===== src/rtl/rdc_pkg.sv =====
// Mode encodings for the source-select / field-reduce stage.
// The control unit imports the same constants.
package rdc_pkg;

  typedef enum logic [1:0] {
    RDC_PASS = 2'b00,
    RDC_ZRED = 2'b01,
    RDC_SRED = 2'b10,
    RDC_HOLD = 2'b11
  } rdc_mode_e;

endpackage : rdc_pkg


===== src/rtl/field_reduce.sv =====
// Combinational field reduction: pass through, or keep the low RW bits
// with zero or sign extension back to WIDTH.
module field_reduce
  import rdc_pkg::*;
#(
  parameter int WIDTH = 32,
  parameter int RW    = 5
) (
  input  logic [WIDTH-1:0] v,
  input  logic [1:0]       mode,
  output logic [WIDTH-1:0] r
);

  // NOTE: combinational blocks assign a default first so that no path
  // leaves r unassigned; a missing default would infer a latch.
  always_comb begin
    r = '0;
    case (mode)
      RDC_PASS: r = v;
      RDC_ZRED: r = {{(WIDTH-RW){1'b0}}, v[RW-1:0]};
      RDC_SRED: r = {{(WIDTH-RW){v[RW-1]}}, v[RW-1:0]};
      default:  r = '0;
    endcase
  end

endmodule : field_reduce


===== src/rtl/rdc_src_sel_reg.sv =====
// Registered NSRC:1 source select followed by field reduction, with a
// valid flag and a sticky illegal-select error for the control unit.
module rdc_src_sel_reg
  import rdc_pkg::*;
#(
  parameter  int WIDTH  = 32,
  parameter  int NSRC   = 2,
  parameter  int RW     = 5,
  localparam int SELW   = $clog2(NSRC),
  localparam int SELW_P = (SELW < 1) ? 1 : SELW
) (
  input  logic                  clk,
  input  logic                  reset,
  input  logic [NSRC*WIDTH-1:0] src_i,
  input  logic [SELW_P-1:0]     sel_i,
  input  logic [1:0]            mode_i,
  input  logic                  load_i,
  input  logic                  clr_i,
  output logic [WIDTH-1:0]      data_o,
  output logic                  valid_o,
  output logic                  err_o
);

  // One extra bit so NSRC itself is representable when it is a power of 2.
  localparam logic [SELW_P:0] NSRC_W = (SELW_P+1)'(NSRC);

  logic [WIDTH-1:0] sel_val;
  logic [WIDTH-1:0] red_val;
  logic             sel_legal;

  logic [WIDTH-1:0] data_d,  data_q;
  logic             valid_d, valid_q;
  logic             err_d,   err_q;

  // An out-of-range index matches no slice and leaves sel_val at zero.
  always_comb begin
    sel_val = '0;
    for (int k = 0; k < NSRC; k++) begin
      if (sel_i == SELW_P'(k)) sel_val = src_i[k*WIDTH +: WIDTH];
    end
  end

  assign sel_legal = ({1'b0, sel_i} < NSRC_W);

  field_reduce #(
    .WIDTH (WIDTH),
    .RW    (RW)
  ) u_field_reduce (
    .v    (sel_val),
    .mode (mode_i),
    .r    (red_val)
  );

  // Priority: clear, then load, then hold. HOLD mode skips the error check.
  always_comb begin
    data_d  = data_q;
    valid_d = valid_q;
    err_d   = err_q;
    if (clr_i) begin
      data_d  = '0;
      valid_d = 1'b0;
      err_d   = 1'b0;
    end else if (load_i) begin
      case (mode_i)
        RDC_PASS, RDC_ZRED, RDC_SRED: begin
          valid_d = 1'b1;
          if (sel_legal) begin
            data_d = red_val;
          end else begin
            data_d = '0;
            err_d  = 1'b1;
          end
        end
        RDC_HOLD: ;
        default:  data_d = '0;
      endcase
    end
  end

  // NOTE: state is updated with non-blocking assignments only, so every
  // flop samples its _d value from before the edge.
  always_ff @(posedge clk or negedge reset) begin
    if (!reset) begin
      data_q  <= '0;
      valid_q <= 1'b0;
      err_q   <= 1'b0;
    end else begin
      data_q  <= data_d;
      valid_q <= valid_d;
      err_q   <= err_d;
    end
  end

  assign data_o  = data_q;
  assign valid_o = valid_q;
  assign err_o   = err_q;

endmodule : rdc_src_sel_reg


===== config.mk =====
export PLATFORM = sky130hd
export DESIGN_NAME = rdc_src_sel_reg
export DESIGN_NICKNAME = d
export VERILOG_FILES = /design/src/rtl/rdc_pkg.sv /design/src/rtl/field_reduce.sv /design/src/rtl/rdc_src_sel_reg.sv
export SDC_FILE = /design/constraint.sdc
export NUM_CORES = 1
export LEC_CHECK = 0
export ABC_AREA = 0
export CAP_MARGIN = 30
export CORE_ASPECT_RATIO = 1.75
export CORE_UTILIZATION = 33
export CTS_CLUSTER_SIZE = 12
export DETAILED_ROUTE_END_ITERATION = 16
export PLACE_DENSITY = 0.85
export SLEW_MARGIN = 20
export SYNTH_ARGS = -nofsm -noshare
export SYNTH_HDL_FRONTEND = slang
export SYNTH_SLANG_ARGS = --single-unit
export TNS_END_PERCENT = 50

===== constraint.sdc =====
create_clock -name clk -period 0.8 [get_ports clk]
set_input_delay 0.16 -clock clk [delete_from_list [all_inputs] [get_ports clk]]
set_output_delay 0.16 -clock clk [all_outputs]
set_load 0.01 [all_outputs]

==> impl_metrics.csv <==
group,metric,value,unit
floorplanning,initial_core_util,33.98,%
place,io_buffers,103,
cells_and_area,fin_nets,344,
synthesis,syn_nets,217,
detailed_routing,drt_first_pass_iters,4,
detailed_routing,drc_errors,0,
place,routabilityCongestion,0.6701,
flow_run,maxCapViolations,0,
worst_setup_path,rr_worst_depth,2,
global_route,first_global_vias,1835,
place,dpl_worst_slack,-0.8811,ns
floorplanning,num_io_pins,105,
cells_and_area,fin_area,0.003218,mm^2
synthesis,yosysTopAreaCellShare,49.25,%
timing,rsz0062_at_grt,"true",
synthesis,synthCells,146,
synthesis,seq_area_frac_synth,49.25,%
timing,fmax,957.7,MHz
synthesis,yosysUniqueCellTypes,16,
timing,period_needed,1.044,ns
timing,hold_violations,0,
synthesis,yosysWarnings,0,
cts,cts_inserted_buffers,5,
place,dp_hpwl,3.507,mm
cells_and_area,drive_gt1_share,39.78,%
synthesis,syn_area,0.001677,mm^2
global_route,grt_max_degree,34,
power_and_ir_drop,power,0.004081,W
detailed_routing,wl_per_cell,16.27,um
hold_path,whs_path_depth,3,
synthesis,netlist_top_cells_area,"dfrtp_1, mux2i_1, a211o_1, nor2_1, o2bb2ai_1",
detailed_routing,wl,5.337,mm
place,postPlaceCellArea,0.002888,mm^2
run_status,status,"finished, violations left",
timing,post-route-period-util,130.5,%
detailed_routing,drt_iter0_drc,28,
synthesis,synth_area_leader_cell,"dfrtp_1",
cts,h-tree-depth,2,
cts,clkTransAtPathRegs,0.06,ns
worst_setup_path,crit_chain,"buf_6 -> or4b_4 -> buf_12 -> nor2_4 -> a211o_1",
power_and_ir_drop,p_leak,1.703,nW
worst_setup_path,endpoint_kind,"flop",
global_route,track_usage,20.92,%
floorplanning,num_rows,34,
hold_path,worstHoldPathType,"input pin to flop",
floorplanning,core-area,0.004935,mm^2
power_and_ir_drop,peakVddDrop,0.0009980,V
worst_setup_path,critPathKind,"input pin to flop",
synthesis,synth_seq_cells,33,
worst_setup_path,worstPathRequired,1.01,ns
detailed_routing,ant_nets,0,
worst_setup_path,cp.arrival,1.25,ns
worst_setup_path,worst-path-max-fanout,7,
timing,fin_setup_tns,-10.74,ns
floorplanning,fp.dieArea,0.005381,mm^2
cts,cts_tree,"done",
floorplanning,die_x,55.88,um
timing,finalMaxSlewViolations,0,
detailed_routing,viasPerCell,5.101,
global_route,grt_pass1_wl,8.583,mm
floorplanning,die_y,96.29,um
global_route,antenna_found_initial,0,
synthesis,synth_area_per_cell,11.48,um^2
timing,setup_violations,60,
worst_setup_path,worst_path_max_delay_cell,"or4b_4",
cts,cts_buffer_depth,2,
cts,ctsRootBufferMaster,"clkbuf_8",
cts,clock-sinks,33,
run_status,violations,"negative setup slack",
timing,fin_worst_skew,0,ns
cells_and_area,areaGrowthSynthToFinish,91.94,%
power_and_ir_drop,power_density,1268,mW/mm^2
cells_and_area,antennaDiodeCount,0,
timing,layout_setup_ws,-0.2442,ns
worst_setup_path,critPathMaxStageDelay,0.60,ns
worst_setup_path,worstSetupStartpointType,"input pin",
detailed_routing,detailroute.via_count,1673,
cts,worstSkewPairLatency,0.27,ns
global_route,grt_overflow,0,
[metal layers]
metal	wire length, um	share of wire [%]	global-route usage (%)
met1	1882	35	19.93
met2	3010	56	41.37
met3	296	5.5	5.376
met4	147	2.8	9.553
met5	0	0	0
[flip-flops by register name, summed over array words and instances (netlist names)]
signal	cells
data_o	32
valid_o	1
[critical path, delay by kind of cell]
family	cells	cell delay [ns]
AOI/OAI and AO/OA	1	0.10
buffers and inverters	2	0.28
and+or+nand+nor	2	0.70
[power by group]
group | switching (W) | total, W | internal [W]
Combinational | 0.000458 | 0.00112 | 0.000659
Sequential | 0.0000545 | 0.00182 | 0.00176
Clock | 0.000530 | 0.00115 | 0.000617
[synthesized netlist by cell type]
master,instances
nand2b_1,2
mux2i_1,32
buf_1,1
or4b_1,1
a211o_1,27
nor2_1,28
dfrtp_1,33
buf_2,2
o2bb2ai_1,5
nand2_1,1
clkbuf_1,4
conb_1,1
buf_4,4
buf_6,2
nor4b_4,1
a21oi_1,2
[through the flow]
| step | utilization, % | hold slack, ns | std cells |
|---|---|---|---|
| finish | 65.21 | 0.1421 | 328 |
| global route | 65.21 | 0.1333 | 328 |
| global placement | 58.52 | 0.1272 | 310 |
| floorplan | - | -0.1356 | 146 |
| detailed placement | 58.52 | 0.1288 | 310 |
| CTS | 64.10 | 0.1496 | 329 |
[logic make-up after synthesis]
group / count (synthesis) / share of synthesized area, %
AND/OR/NAND/NOR: 33 / 9.253
other: 1 / 0.2237
multiplexers: 32 / 19.10
buffers and inverters: 13 / 4.850
flip-flops: 33 / 49.25
AO/OA/AOI/OAI: 34 / 17.31
[final cells by class]
type	count	area, um^2
Timing Repair Buffer	133	1237
Fill cell	412	1717
Multi-Input combinational cell	100	1007
Tap cell	54	67.56
Clock buffer	8	80.08
Sequential cell	33	825.8
[final timing paths]
kind	from	end	slack (ns)
max	mode_i[0]	data_o[9]$_DFFE_PN0P_	-0.24
min	clr_i	valid_o$_DFFE_PN0P_	0.14
max reg2reg	data_o[30]$_DFFE_PN0P_	data_o[30]$_DFFE_PN0P_	-0.09
min reg2reg	data_o[5]$_DFFE_PN0P_	data_o[5]$_DFFE_PN0P_	0.49
max in group asynchronous	reset	data_o[0]$_DFFE_PN0P_	0.25
min in group asynchronous	reset	data_o[15]$_DFFE_PN0P_	0.37
[cell usage in the layout (no fill, tap or decap), types with 5 or more instances in the layout]
cell type	n
buf_4	16
buf_2	30
nor2_4	27
buf_6	13
o2bb2ai_1	5
clkdlybuf4s50_1	62
mux2i_1	29
buf_12	5
dfrtp_1	33
a211o_1	27
clkbuf_8	5
[timing repair]
| action | 4_1_cts | 5_1_grt |
|---|---|---|
| pin swaps | 46 | 21 |
| gates resized for setup | 207 | 37 |
| hold endpoints to repair | 33 | 0 |
| cloned | 5 | 1 |
| setup buffers | 5 | 4 |
| endpoints found under the setup margin | 66 | 65 |
| hold buffers | 1 | 0 |
(Power assumes the default switching activity.)
